**src/rtl/wb_timer_pkg.sv**
```systemverilog
// Register map, CTRL/STATUS bit positions and byte-lane helper for wb_timer.
// Shared by the timer top, its prescaler and any software-facing models.
package wb_timer_pkg;

  // Word index taken from wb_addr_i[4:2]
  localparam logic [2:0] TMR_CTRL   = 3'd0;
  localparam logic [2:0] TMR_LOAD   = 3'd1;
  localparam logic [2:0] TMR_COUNT  = 3'd2;
  localparam logic [2:0] TMR_STATUS = 3'd3;
  localparam logic [2:0] TMR_CAP    = 3'd4;

  localparam int CTRL_EN      = 0;
  localparam int CTRL_RELOAD  = 1;
  localparam int CTRL_IE      = 2;
  localparam int CTRL_PRE_LSB = 8;
  localparam int CTRL_PRE_MSB = 15;

  localparam int STATUS_PEND  = 0;
  localparam int STATUS_CPEND = 1;

  function automatic logic [31:0] byte_mask(input logic [3:0] sel);
    logic [31:0] m;
    for (int i = 0; i < 4; i++) m[i*8 +: 8] = {8{sel[i]}};
    return m;
  endfunction

endpackage

```
**src/rtl/wb_timer_if.sv**
```systemverilog
// Wishbone classic bus bundle between wb_conmax_top slave port and wb_timer.
// Signal names keep the slave-side view used throughout the interconnect.
interface wb_timer_if #(
  parameter int DATA_WIDTH = 32
);
  logic [31:0]           wb_addr_i;
  logic [DATA_WIDTH-1:0] wb_data_i;
  logic [DATA_WIDTH-1:0] wb_data_o;
  logic [3:0]            wb_sel_i;
  logic                  wb_we_i;
  logic                  wb_cyc_i;
  logic                  wb_stb_i;
  logic                  wb_ack_o;
  logic                  wb_err_o;
  logic                  wb_rty_o;

  modport master (
    output wb_addr_i, wb_data_i, wb_sel_i, wb_we_i, wb_cyc_i, wb_stb_i,
    input  wb_data_o, wb_ack_o, wb_err_o, wb_rty_o
  );

  modport slave (
    input  wb_addr_i, wb_data_i, wb_sel_i, wb_we_i, wb_cyc_i, wb_stb_i,
    output wb_data_o, wb_ack_o, wb_err_o, wb_rty_o
  );
endinterface

```
**src/rtl/wb_timer_prescaler.sv**
```systemverilog
// Prescaler for wb_timer: emits one tick every (pre+1) enabled cycles.
// clr restarts the count when the timer is switched on.
module wb_timer_prescaler #(
  parameter int WIDTH = 8
) (
  input  logic             clk_i,
  input  logic             rst_i,
  input  logic             en,
  input  logic             clr,
  input  logic [WIDTH-1:0] pre,
  output logic             tick
);

  logic [WIDTH-1:0] pre_cnt;

  assign tick = en & ~clr & (pre_cnt == pre);

  always_ff @(posedge clk_i) begin
    if (rst_i) begin
      pre_cnt <= '0;
    end else if (clr) begin
      pre_cnt <= '0;
    end else if (en) begin
      pre_cnt <= tick ? '0 : pre_cnt + 1'b1;
    end
  end

endmodule

```
**src/rtl/wb_timer.sv**
```systemverilog
// Wishbone prescaled down-counter timer with one-shot/auto-reload and level irq.
// Optional capture input and CAP register when WB_TIMER_CAPTURE_EN is defined.
module wb_timer
  import wb_timer_pkg::*;
#(
  parameter int DATA_WIDTH     = 32,
  parameter int PRESCALE_WIDTH = 8
) (
  input  logic      clk_i,
  input  logic      rst_i,
  wb_timer_if.slave bus,
`ifdef WB_TIMER_CAPTURE_EN
  input  logic      capture_i,
`endif
  output logic      irq_o
);

  // Handshake: an access is taken when cyc&stb are high while ack and err are
  // both low; the next cycle carries exactly one of ack/err for one cycle, so a
  // held strobe is served once every two cycles. Read data and register writes
  // land on the same edge that raises ack.
  logic                      access, reg_hit, wr_hit, rd_hit;
  logic [2:0]                reg_idx;
  logic                      ctrl_wr, load_wr, count_wr, status_wr;
  logic [DATA_WIDTH-1:0]     wmask, ctrl_word, status_word, rdata;
  logic                      en_q, reload_q, ie_q, pend_q;
  logic [PRESCALE_WIDTH-1:0] pre_q, new_pre;
  logic                      new_en, new_reload, new_ie;
  logic [DATA_WIDTH-1:0]     load_q, count_q;
  logic                      presc_en, presc_clr, tick, expiry, cap_pend;
  logic                      unused_addr;

`ifdef WB_TIMER_CAPTURE_EN
  logic [2:0]            cap_sync;
  logic                  cap_rise, cpend_q;
  logic [DATA_WIDTH-1:0] cap_q;
`endif

  assign reg_idx     = bus.wb_addr_i[4:2];
  assign access      = bus.wb_cyc_i & bus.wb_stb_i & ~bus.wb_ack_o & ~bus.wb_err_o;
  assign unused_addr = ^{bus.wb_addr_i[31:5], bus.wb_addr_i[1:0]};
  assign bus.wb_rty_o = 1'b0;
  assign wmask       = DATA_WIDTH'(byte_mask(bus.wb_sel_i));

  always_comb begin
    reg_hit = 1'b0;
    case (reg_idx)
      TMR_CTRL, TMR_LOAD, TMR_COUNT, TMR_STATUS: reg_hit = 1'b1;
`ifdef WB_TIMER_CAPTURE_EN
      TMR_CAP:                                   reg_hit = 1'b1;
`endif
      default:                                   reg_hit = 1'b0;
    endcase
  end

  assign wr_hit    = access & reg_hit & bus.wb_we_i;
  assign rd_hit    = access & reg_hit & ~bus.wb_we_i;
  assign ctrl_wr   = wr_hit & (reg_idx == TMR_CTRL);
  assign load_wr   = wr_hit & (reg_idx == TMR_LOAD);
  assign count_wr  = wr_hit & (reg_idx == TMR_COUNT);
  assign status_wr = wr_hit & (reg_idx == TMR_STATUS);

  // CTRL fields after a byte-lane-masked write
  assign new_en     = wmask[CTRL_EN]     ? bus.wb_data_i[CTRL_EN]     : en_q;
  assign new_reload = wmask[CTRL_RELOAD] ? bus.wb_data_i[CTRL_RELOAD] : reload_q;
  assign new_ie     = wmask[CTRL_IE]     ? bus.wb_data_i[CTRL_IE]     : ie_q;
  assign new_pre    = (pre_q & ~wmask[CTRL_PRE_LSB +: PRESCALE_WIDTH]) |
                      (bus.wb_data_i[CTRL_PRE_LSB +: PRESCALE_WIDTH] &
                       wmask[CTRL_PRE_LSB +: PRESCALE_WIDTH]);

  always_comb begin
    ctrl_word                                  = '0;
    ctrl_word[CTRL_EN]                         = en_q;
    ctrl_word[CTRL_RELOAD]                     = reload_q;
    ctrl_word[CTRL_IE]                         = ie_q;
    ctrl_word[CTRL_PRE_LSB +: PRESCALE_WIDTH]  = pre_q;
  end

  always_comb begin
    status_word              = '0;
    status_word[STATUS_PEND] = pend_q;
`ifdef WB_TIMER_CAPTURE_EN
    status_word[STATUS_CPEND] = cpend_q;
`endif
  end

  always_comb begin
    rdata = '0;
    case (reg_idx)
      TMR_CTRL:   rdata = ctrl_word;
      TMR_LOAD:   rdata = load_q;
      TMR_COUNT:  rdata = count_q;
      TMR_STATUS: rdata = status_word;
`ifdef WB_TIMER_CAPTURE_EN
      TMR_CAP:    rdata = cap_q;
`endif
      default:    rdata = '0;
    endcase
  end

  // A CTRL write dropping EN kills this cycle's tick; a 0->1 EN write restarts
  // the prescaler so the first period is always full length.
  assign presc_en  = en_q & ~(ctrl_wr & ~new_en);
  assign presc_clr = ctrl_wr & ~en_q & new_en;
  assign expiry    = tick & (count_q == '0);

  wb_timer_prescaler #(
    .WIDTH (PRESCALE_WIDTH)
  ) u_prescaler (
    .clk_i (clk_i),
    .rst_i (rst_i),
    .en    (presc_en),
    .clr   (presc_clr),
    .pre   (pre_q),
    .tick  (tick)
  );

  always_ff @(posedge clk_i) begin
    if (rst_i) begin
      en_q     <= 1'b0;
      reload_q <= 1'b0;
      ie_q     <= 1'b0;
      pre_q    <= '0;
      load_q   <= '0;
      count_q  <= '0;
      pend_q   <= 1'b0;
      irq_o    <= 1'b0;
    end else begin
      if (ctrl_wr) begin
        en_q     <= new_en;
        reload_q <= new_reload;
        ie_q     <= new_ie;
        pre_q    <= new_pre;
      end else if (expiry && !reload_q) begin
        en_q <= 1'b0;
      end

      if (load_wr) load_q <= (load_q & ~wmask) | (bus.wb_data_i & wmask);

      if (count_wr) begin
        count_q <= (count_q & ~wmask) | (bus.wb_data_i & wmask);
      end else if (tick) begin
        if (count_q != '0)  count_q <= count_q - 1'b1;
        else if (reload_q)  count_q <= load_q;
      end

      // A fresh expiry outranks a software clear in the same cycle
      if (expiry) begin
        pend_q <= 1'b1;
      end else if (status_wr && wmask[STATUS_PEND] && bus.wb_data_i[STATUS_PEND]) begin
        pend_q <= 1'b0;
      end

      irq_o <= ie_q & (pend_q | cap_pend);
    end
  end

`ifdef WB_TIMER_CAPTURE_EN
  assign cap_rise = cap_sync[1] & ~cap_sync[2];
  assign cap_pend = cpend_q;

  always_ff @(posedge clk_i) begin
    if (rst_i) begin
      cap_sync <= '0;
      cap_q    <= '0;
      cpend_q  <= 1'b0;
    end else begin
      cap_sync <= {cap_sync[1:0], capture_i};
      if (cap_rise) begin
        cap_q   <= count_q;
        cpend_q <= 1'b1;
      end else if (status_wr && wmask[STATUS_CPEND] && bus.wb_data_i[STATUS_CPEND]) begin
        cpend_q <= 1'b0;
      end
    end
  end
`else
  assign cap_pend = 1'b0;
`endif

  always_ff @(posedge clk_i) begin
    if (rst_i) begin
      bus.wb_ack_o  <= 1'b0;
      bus.wb_err_o  <= 1'b0;
      bus.wb_data_o <= '0;
    end else begin
      bus.wb_ack_o  <= access & reg_hit;
      bus.wb_err_o  <= access & ~reg_hit;
      bus.wb_data_o <= rd_hit ? rdata : '0;
    end
  end

endmodule

```
**src/flat_wrapper.sv**
```systemverilog
// flat-port wrapper written by rule: the top's interface ports become plain ports
module wb_timer_flat import wb_timer_pkg::*;
#(
  parameter int DATA_WIDTH     = 32,
  parameter int PRESCALE_WIDTH = 8
)
  (clk_i, rst_i, irq_o, bus_wb_addr_i, bus_wb_data_i, bus_wb_sel_i, bus_wb_we_i, bus_wb_cyc_i, bus_wb_stb_i, bus_wb_data_o, bus_wb_ack_o, bus_wb_err_o, bus_wb_rty_o);
  wb_timer_if #(.DATA_WIDTH(DATA_WIDTH)) bus_i ();
  input  logic clk_i;
  input  logic rst_i;
  output logic irq_o;
  input wire logic [$bits(bus_i.wb_addr_i)-1:0] bus_wb_addr_i;
  input wire logic [$bits(bus_i.wb_data_i)-1:0] bus_wb_data_i;
  input wire logic [$bits(bus_i.wb_sel_i)-1:0] bus_wb_sel_i;
  input wire logic [$bits(bus_i.wb_we_i)-1:0] bus_wb_we_i;
  input wire logic [$bits(bus_i.wb_cyc_i)-1:0] bus_wb_cyc_i;
  input wire logic [$bits(bus_i.wb_stb_i)-1:0] bus_wb_stb_i;
  output wire logic [$bits(bus_i.wb_data_o)-1:0] bus_wb_data_o;
  output wire logic [$bits(bus_i.wb_ack_o)-1:0] bus_wb_ack_o;
  output wire logic [$bits(bus_i.wb_err_o)-1:0] bus_wb_err_o;
  output wire logic [$bits(bus_i.wb_rty_o)-1:0] bus_wb_rty_o;
  assign bus_i.wb_addr_i = bus_wb_addr_i;
  assign bus_i.wb_data_i = bus_wb_data_i;
  assign bus_i.wb_sel_i = bus_wb_sel_i;
  assign bus_i.wb_we_i = bus_wb_we_i;
  assign bus_i.wb_cyc_i = bus_wb_cyc_i;
  assign bus_i.wb_stb_i = bus_wb_stb_i;
  assign bus_wb_data_o = bus_i.wb_data_o;
  assign bus_wb_ack_o = bus_i.wb_ack_o;
  assign bus_wb_err_o = bus_i.wb_err_o;
  assign bus_wb_rty_o = bus_i.wb_rty_o;
  wb_timer #(.DATA_WIDTH(DATA_WIDTH), .PRESCALE_WIDTH(PRESCALE_WIDTH)) u_core (.clk_i(clk_i), .rst_i(rst_i), .bus(bus_i), .irq_o(irq_o));
endmodule
```
**config.mk**
```make
export PLATFORM = sky130hd
export DESIGN_NAME = wb_timer_flat
export DESIGN_NICKNAME = d
export VERILOG_FILES = /design/src/rtl/wb_timer_pkg.sv /design/src/rtl/wb_timer_if.sv /design/src/rtl/wb_timer_prescaler.sv /design/src/rtl/wb_timer.sv /design/src/flat_wrapper.sv
export SDC_FILE = /design/constraint.sdc
export NUM_CORES = 1
export LEC_CHECK = 0
export CAP_MARGIN = 20
export CORE_ASPECT_RATIO = 0.8
export CORE_MARGIN = 2
export CORE_UTILIZATION = 45
export DETAILED_ROUTE_END_ITERATION = 6
export PLACE_DENSITY = 0.82
export SYNTH_ARGS = -nofsm -noshare
export SYNTH_HDL_FRONTEND = slang
export SYNTH_SLANG_ARGS = --single-unit
```
**constraint.sdc**
```tcl
create_clock -name clk_i -period 7 [get_ports clk_i]
set_input_delay 1.05 -clock clk_i [delete_from_list [all_inputs] [get_ports clk_i]]
set_output_delay 1.05 -clock clk_i [all_outputs]
set_load 0.005 [all_outputs]
```
==> run_results.csv, run 1 <==
group,metric,value,unit
outcome,status,"finished, final reports clean",
critical_path,path_max_fanout,22,
cts,clockBufferDepth,2,
routing,wl_per_cell,17.2,microns
critical_path,rrSetupSlack,3.44,ns
synth,yosysWarnings,0,
cts,ctsResizeCount,0,
global_routing,track_usage,23.5,%
cts,cts_tree,"yes",
sta,fin_crit,4.37,ns
cts,cts_buffers,17,
routing,drt_pre_antenna_iters,7,
sta,timing.fmax,229,MHz
pwr,finalPower,1840,uW
pwr,netSwitchingPower,422,uW
floorplanning,core_area,13100,sq um
critical_path,r2r_cells,9,
cts,post_cts_buffers,0,
cts,clockRootBuffer,"clkbuf_16",
global_routing,grt_start_max_net_pins,72,
synth,synth_area_leader_cell,"dfxtp_1",
critical_path,cp-startpoint,"bus_wb_addr_i[3]",
placed_design,placed_cells,930,
pwr,power_density,243,nW/um^2
synth,synth.most_common_cell,"dfxtp_1",
floorplanning,initial_core_util,46.6,%
pwr,seq_power_share,37.1,%
job,max_cap_viol_count,0,
global_routing,grt_pass1_wl,27300,microns
critical_path,cp.required,7.26,ns
synth,post_synth_main_area_contributors,"dfxtp_1 39%, nand2_1 5.1%, a21oi_1 5.0%",
floorplanning,num_rows,37,
routing,drc,0,
synth,netlist_area,6090,sq um
routing,num_vias,5657,
global_routing,grt_pass1_vias,5359,
critical_path,start_kind,"input port",
critical_path,crit_path_end_kind,"register",
synth,synth_cell_type_count,60,
critical_path,path_cells,"clkdlybuf4s50_1 > nor2b_1 > nor2b_1 > buf_4 > and3_1 > buf_4 > nand2_1 > nand2_1 > a21oi_1",
sta,slew_viol_final,0,
routing,detail-route-antenna-nets,0,
synth,synth_edf_count,0,
routing,drtIter0Drc,592,
synth,yosys_most_used_dff,"dfxtp_1",
synth,ys_seq_elements,119,
routing,viasPerCell,5.88,
synth,async_flop_share,0,%
global_routing,antenna_found_initial,0,
routing,routed_wirelength,16500,microns
global_routing,gr-total-overflow,0,
critical_path,arrival,4.63,ns
sta,rsz0062_at_grt,"false",
placed_design,placed_area,6920,sq um
min_path,worstHoldPathCells,2,
final_layout,layout-drive-gt1-share,11.2,%
sta,max-slew-margin-rel,28.2,%
synth,ys_seq_area_share,39.1,%
critical_path,worstSetupPathType,"in2reg",
final_layout,syn_to_final_growth,24.8,%
sta,worst_slew_pin_slew,1.08,ns
cts,cts_hold_buf,0,
pwr,power_frac_clock,53.5,%
floorplanning,dieArea,14500,sq um
final_layout,final_nets,850,
placed_design,port_buffers,78,
sta,fin_skew,0.00980,ns
synth,synth_common_cells,"119 x dfxtp_1, 83 x nand2_1, 75 x nor2_1",
pwr,combPwrFrac,9.5,%
synth,syn-num-nets,793,
synth,synthCells,717,
synth,avgSynthCellArea,8.49,sq um
final_layout,finish.utilization,58.2,%
critical_path,slowest_stage,"nor2b_1",
final_layout,finalInstanceArea,7590,sq um
sta,finalCritPeriodShare,62.5,%
sta,setup_viol,0,
synth,synth_top_area_share,39.1,%
critical_path,critPathMaxStageDelay,0.88,ns
min_path,hold_class,"reg2reg",
cts,htreeDepth,4,
pwr,ir_drop,0.000172,V
sta,finalSetupTns,0,ns
floorplanning,die_y,108,microns
cts,cts_num_sinks,119,
pwr,p_int,1420,uW
floorplanning,io_pins,109,
cts,clkTransAtPathRegs,0.05,ns
pwr,power_leakage,0.00262,uW
final_layout,diodes,0,
placed_design,dp_hpwl,11100,microns
sta,finalHoldViolations,0,
placed_design,finalWeightedCongestion,0.840,
cts,clk_latency,0.42,ns
final_layout,nFillCells,1147,
final_layout,stdcell_count,962,
pwr,p_sw_share,22.9,%
floorplanning,fp.dieW,134,microns
layout make-up:
type                    instances  area, sq um  area share [%]
clock buffers                  21          480            6.33
clock inverters                11          194            2.55
inverters                      27          101            1.33
multi-input cells             522         3370            44.4
flip-flops and latches        119         2380            31.4
well taps                     175          219            2.88
repair buffers                 87          843            11.1
worst max-delay path: cells and delay by family:
| kind | cells | cell delay [ns] |
|---|---|---|
| and+or+nand+nor | 5 | 2.02 |
| AOI/OAI and AO/OA | 1 | 0.08 |
| buffers and inverters | 3 | 1.46 |
cell usage in the layout, fill, tap and decap left out, types with 5 or more instances in the layout:
master,n
o221a_1,7
xnor2_1,26
a221oi_1,6
o21ai_0,6
o211ai_2,6
clkdlybuf4s50_1,77
a21oi_1,61
nand3_1,37
or3_1,6
nor3_1,14
and3_1,9
xor2_1,13
clkbuf_16,17
nor4_1,10
nor2_1,75
bufinv_16,5
mux2i_1,12
o211ai_1,9
o221ai_1,7
nand3_2,5
a221oi_2,17
buf_4,9
nor2b_1,5
dfxtp_1,119
inv_1,26
o21bai_1,22
nand4_1,9
a22oi_1,21
o21ai_1,8
nand2_1,83
worst max-delay path by stage:
stage	slack, ns	cells past startpoint	to
floorplan	4.13	7	register
CTS	2.73	9	register
global route	2.49	9	register
finish	2.63	9	register
detailed placement	2.42	9	register
global placement	2.48	9	register
power groups by stage:
stage	registers, uW	clock network, uW	logic (uW)
2_1_floorplan	697	0	130
3_3_place_gp	698	0	169
3_5_place_dp	698	0	171
4_1_cts	683	995	173
5_1_grt	683	1020	189
6_report	683	985	175
through the flow:
step	setup WS [ns]	hold WS, ns
2_1_floorplan	4.13	0.440
3_3_place_gp	2.48	0.456
3_5_place_dp	2.42	0.466
4_1_cts	2.73	0.473
5_1_grt	2.49	0.489
6_report	2.63	0.471
cell families after synthesis:
| family | Yosys count | share of synthesized area (%) |
|---|---|---|
| simple gates | 282 | 23.3 |
| compound gates | 184 | 23.4 |
| flops | 119 | 39.1 |
| buf+inv | 76 | 5.55 |
| xor+xnor | 39 | 5.61 |
| mux | 13 | 2.34 |
| fa+ha+maj | 3 | 0.617 |
| other cells | 1 | 0.0616 |
per-layer routing:
layer,part of all wire [%],global-route usage [%],vias to the layer above
li1,-,-,2701
met1,47,32.9,2674
met2,44,35.6,245
met3,7.3,5.72,37
met4,2.2,7.89,0
met5,0,0,-
No activity file was read; power rests on OpenSTA's default activity.
==> run 2: changes to the inputs <==
- clock period: 7 -> 4.2 ns (I/O delays scaled with it)
==> run 2 against run 1 <==
Cell count grew 1.0%; cell area grew 0.43%; non-clock buffer count grew 10; worst setup slack lost 1.7 ns; critical path depth shrank 1; first-iteration DRC count grew 4.1%; global-route usage shrank 0.22 points; die area is the same.
==> run_results.csv, run 2 (same netlist as run 1, synthesis figures left out) <==
group,metric,value,unit
floorplanning,dieArea,14500,sq um
pwr,finalPower,3000,uW
routing,drc,0,
cts,cts_hold_buf,0,
placed_design,dp_hpwl,11100,microns
sta,slew_viol_final,0,
pwr,power_leakage,0.00265,uW
outcome,status,"finished, final reports clean",
final_layout,finish.utilization,58.4,%
sta,finalCritPeriodShare,77.8,%
routing,num_vias,5665,
floorplanning,die_y,108,microns
critical_path,arrival,3.57,ns
floorplanning,core_area,13100,sq um
cts,post_cts_buffers,0,
critical_path,critPathMaxStageDelay,1.16,ns
critical_path,worstSetupPathType,"reg2reg",
pwr,ir_drop,0.000335,V
placed_design,finalWeightedCongestion,0.850,
min_path,hold_class,"in2reg",
floorplanning,num_rows,37,
sta,finalSetupTns,0,ns
final_layout,final_cell_mix,"119 x dfxtp_1, 83 x nand2_1, 77 x clkdlybuf4s50_1",
cts,ctsResizeCount,0,
final_layout,diodes,0,
floorplanning,fp.dieW,134,microns
final_layout,multi_input_area,3370,sq um
sta,rsz0062_at_grt,"false",
final_layout,final_nets,860,
placed_design,placed_area,6990,sq um
routing,detail-route-antenna-nets,0,
final_layout,nFillCells,1143,
cts,clkTransAtPathRegs,0.06,ns
critical_path,slowest_stage,"or4_2",
global_routing,grt_start_max_net_pins,70,
final_layout,regArea,2380,sq um
critical_path,cp_num_cells,8,
cts,clockRootBuffer,"clkbuf_16",
cts,clk_latency,0.42,ns
critical_path,path_max_fanout,52,
routing,routed_wirelength,16500,microns
sta,setup_viol,0,
sta,timing.fmax,306,MHz
sta,max-slew-margin-rel,27.2,%
sta,fin_crit,3.27,ns
placed_design,port_buffers,78,
global_routing,track_usage,23.3,%
sta,worst_slew_pin_slew,1.09,ns
critical_path,crit_path_end_kind,"register",
cts,cts_buffers,17,
routing,drtIter0Drc,616,
global_routing,grt_pass1_vias,5479,
global_routing,grt_pass1_wl,27000,microns
critical_path,path_cells,"inv_1 > ha_1 > nor4b_1 > nand4_1 > or4_2 > o21ai_1 > a21oi_1 > o221a_1",
routing,drt_pre_antenna_iters,5,
global_routing,antenna_found_initial,0,
routing,viasPerCell,5.83,
cts,htreeDepth,4,
global_routing,gr-total-overflow,0,
sta,fin_skew,0.00795,ns
cts,cts_tree,"yes",
final_layout,layout-drive-gt1-share,12.2,%
critical_path,r2r_cells,8,
final_layout,final_common_cell,"dfxtp_1",
critical_path,start_kind,"register",
critical_path,rrSetupSlack,0.93,ns
cts,cts_num_sinks,119,
critical_path,critPathBufInv,1,
critical_path,cp.required,4.50,ns
routing,wl_per_cell,17.0,microns
final_layout,finalInstanceArea,7620,sq um
job,max_cap_viol_count,0,
floorplanning,initial_core_util,46.6,%
sta,hold_slack,0.412,ns
final_layout,syn_to_final_growth,25.3,%
floorplanning,io_pins,109,
critical_path,cp_top_family,"simple AND/OR/NAND/NOR gates",
pwr,power_density,393,nW/um^2
sta,finalHoldViolations,0,
cts,clockBufferDepth,2,
==> run 2: worst min path at each step <==
stage	startpoint	end	slack, ns	cells past startpoint
4_1_cts	rst_i	u_core.bus.wb_ack_o$_SDFF_PP0_	0.41	2
6_report	rst_i	u_core.bus.wb_ack_o$_SDFF_PP0_	0.41	2
3_5_place_dp	register	register	0.47	2
5_1_grt	rst_i	u_core.bus.wb_ack_o$_SDFF_PP0_	0.41	2
3_3_place_gp	register	register	0.46	2
2_1_floorplan	u_core.ie_q$_SDFFE_PP0P_	u_core.ie_q$_SDFFE_PP0P_	0.44	2
==> run 2: power breakdown <==
| part | total [uW] | internal, uW | leakage, uW | switching [uW] |
|---|---|---|---|---|
| Sequential | 1140 | 1130 | 0.000958 | 5.39 |
| Clock | 1560 | 1020 | 0.000302 | 540 |
| Combinational | 298 | 125 | 0.00139 | 173 |
==> run 2: cell type report <==
| class | instances | area share, % |
|---|---|---|
| Multi-Input combinational cell | 522 | 44.2 |
| Clock inverter | 12 | 2.30 |
| Sequential cell | 119 | 31.2 |
| Timing Repair Buffer | 97 | 12.0 |
| Inverter | 27 | 1.33 |
| Clock buffer | 20 | 5.99 |
| Tap cell | 175 | 2.87 |
==> run 2: metal layers <==
metal | track usage [%] | part of all wire [%] | vias up | wire length (microns)
li1 | - | - | 2725 | -
met1 | 32.1 | 47 | 2678 | 7800
met2 | 35.5 | 44 | 247 | 7170
met3 | 6.66 | 8.1 | 15 | 1340
met4 | 7.29 | 1.0 | 0 | 165
met5 | 0 | 0 | - | 0
==> run 2: per-stage QoR <==
stage	cells	setup WS, ns
2_1_floorplan	717	1.75
3_3_place_gp	940	0.907
3_5_place_dp	940	0.819
4_1_cts	972	0.989
5_1_grt	972	0.729
6_report	972	0.931
==> run 3: changes to the inputs <==
- PLACE_DENSITY: 0.82 -> 0.85
- clock period: 4.2 -> 2.7 ns (I/O delays scaled with it)
==> run 3 against run 2 <==
Clock power grew 48%; critical path depth up 2; non-clock buffer count rose by 25; cell area rose by 2.4%; sequential share of layout area shrank 0.75 points.
==> run_results.csv, run 3 (same netlist as run 1, synthesis figures left out) <==
group,metric,value,unit
sta,finalCritPeriodShare,92.5,%
pwr,ir_drop,0.000456,V
final_layout,layout-drive-gt1-share,14.7,%
final_layout,multi_input_area,3390,sq um
global_routing,gr-total-overflow,0,
final_layout,diodes,0,
floorplanning,fp.dieW,134,microns
cts,clk_latency,0.42,ns
global_routing,antenna_found_initial,0,
final_layout,final_nets,885,
min_path,hold_path.startpoint,"rst_i",
job,max_cap_viol_count,0,
cts,cts_num_sinks,119,
cts,htreeDepth,4,
sta,fin_skew,0.00997,ns
cts,clkTransAtPathRegs,0.05,ns
sta,setup_viol,0,
global_routing,grt_start_max_net_pins,37,
routing,num_vias,5847,
sta,finalSetupTns,0,ns
floorplanning,num_rows,37,
cts,clockRootBuffer,"clkbuf_16",
critical_path,arrival,2.77,ns
placed_design,port_buffers,78,
sta,worst_slew_pin_slew,0.649,ns
global_routing,track_usage,24.8,%
min_path,min_to,"u_core.bus.wb_ack_o$_SDFF_PP0_",
global_routing,grt_pass1_wl,28600,microns
routing,drt_pre_antenna_iters,5,
min_path,hold_class,"in2reg",
routing,drc,0,
final_layout,stdcell_count,996,
floorplanning,core_area,13100,sq um
placed_design,dp_hpwl,12000,microns
pwr,power_leakage,0.00277,uW
final_layout,final_cell_mix,"119 x dfxtp_1, 83 x nand2_1, 77 x clkdlybuf4s50_1",
critical_path,rrSetupSlack,0.20,ns
sta,slew_viol_final,0,
sta,max-slew-margin-rel,56.7,%
routing,drtIter0Drc,516,
final_layout,syn_to_final_growth,28.4,%
sta,rsz0062_at_grt,"false",
cts,clockBufferDepth,2,
critical_path,r2r_cells,10,
final_layout,regArea,2380,sq um
sta,finalHoldViolations,0,
sta,timing.fmax,400,MHz
routing,wl_per_cell,17.5,microns
critical_path,worstSetupPathType,"reg2reg",
pwr,power_density,587,nW/um^2
cts,cts_tree,"yes",
placed_design,finalWeightedCongestion,0.902,
final_layout,final_common_cell,"dfxtp_1",
min_path,worstHoldPathCells,2,
critical_path,crit_path_end_kind,"register",
floorplanning,io_pins,109,
floorplanning,die_y,108,microns
cts,cts_buffers,17,
routing,routed_wirelength,17500,microns
critical_path,path_max_fanout,18,
placed_design,placed_cells,965,
floorplanning,initial_core_util,46.6,%
global_routing,grt_pass1_vias,5646,
final_layout,nFillCells,1123,
outcome,status,"finished, final reports clean",
critical_path,start_kind,"register",
critical_path,cp.required,2.97,ns
routing,viasPerCell,5.87,
sta,fin_crit,2.50,ns
routing,detail-route-antenna-nets,0,
floorplanning,dieArea,14500,sq um
-- run 3: cell count changes in the layout (fill, tap and decap cells not counted) --
cell	change
buf_12	+1
o221ai_1	-1
clkinv_4	-1
clkbuf_8	+1
clkbuf_1	+2
buf_4	+23
or4_2	-1
bufinv_16	-1
or4_4	+1
nor4b_2	+1
clkinvlp_4	-2
nor4b_1	-1
buf_6	+1
o221ai_2	+1
-- run 3: per-layer routing --
metal  up-vias  share of wire, %  routed length (microns)  track usage (%)
met4         0               1.8                      313             9.55
met1      2717                46                     7970             34.8
met2       311                44                     7680             38.1
met3        39               8.6                     1500             4.74
met5         -                 0                        0                0
li1       2780                 -                        -                -
-- run 3: worst max-delay path, stage by stage (launching register included) --
cell and delay (ns):
dfxtp_1 0.31, inv_1 0.11, ha_1 0.16, nor4b_2 0.26
buf_4 0.17, nand4_1 0.11, nor4_4 0.25, a2111oi_4 0.12
buf_4 0.21, a21oi_2 0.48, a221oi_2 0.16
-- run 3: how the worst max path moves through the flow --
| stage | end | slack, ns | cells past startpoint | start |
|---|---|---|---|---|
| after CTS | register | 0.07 | 9 | register |
| after global placement | register | 0.05 | 9 | bus_wb_we_i |
| after detailed placement | register | -0.02 | 9 | register |
| after global routing | register | 0.05 | 10 | register |
| final | register | 0.20 | 10 | register |
| after floorplan | register | 0.47 | 10 | register |
-- run 3: what timing repair did --
action | 4_1_cts | 5_1_grt
setup endpoints to repair | 11 | 9
resized for setup | 1 | 3
buffers inserted | 0 | 0
hold buffers | 0 | 0
cloned | 0 | 0
-- run 3: stage by stage --
step / power (uW) / worst slack (ns) / instance area, sq um / hold slack [ns] / util [%]
2_1_floorplan: 2140 / 0.474 / 6090 / 0.440 / -
3_3_place_gp: 2280 / 0.0460 / 7190 / 0.457 / 55.1
3_5_place_dp: 2290 / -0.0216 / 7190 / 0.461 / 55.1
4_1_cts: 4580 / 0.0737 / 7800 / 0.186 / 59.7
5_1_grt: 4710 / 0.0488 / 7810 / 0.205 / 59.8
6_report: 4580 / 0.202 / 7810 / 0.192 / 59.8
-- run 3: layout make-up --
cell class / instances / area share [%]
repair buffers: 122 / 14.4
multi-input cells: 522 / 43.4
inverters: 27 / 1.30
well taps: 175 / 2.80
clock buffers: 23 / 6.12
flip-flops and latches: 119 / 30.5
clock inverters: 8 / 1.55
-- run 3: report_power, final --
group | leakage [uW] | internal [uW] | switching [uW]
clock | 0.000293 | 1510 | 792
sequential | 0.000958 | 1760 | 7.85
combinational | 0.00152 | 224 | 282
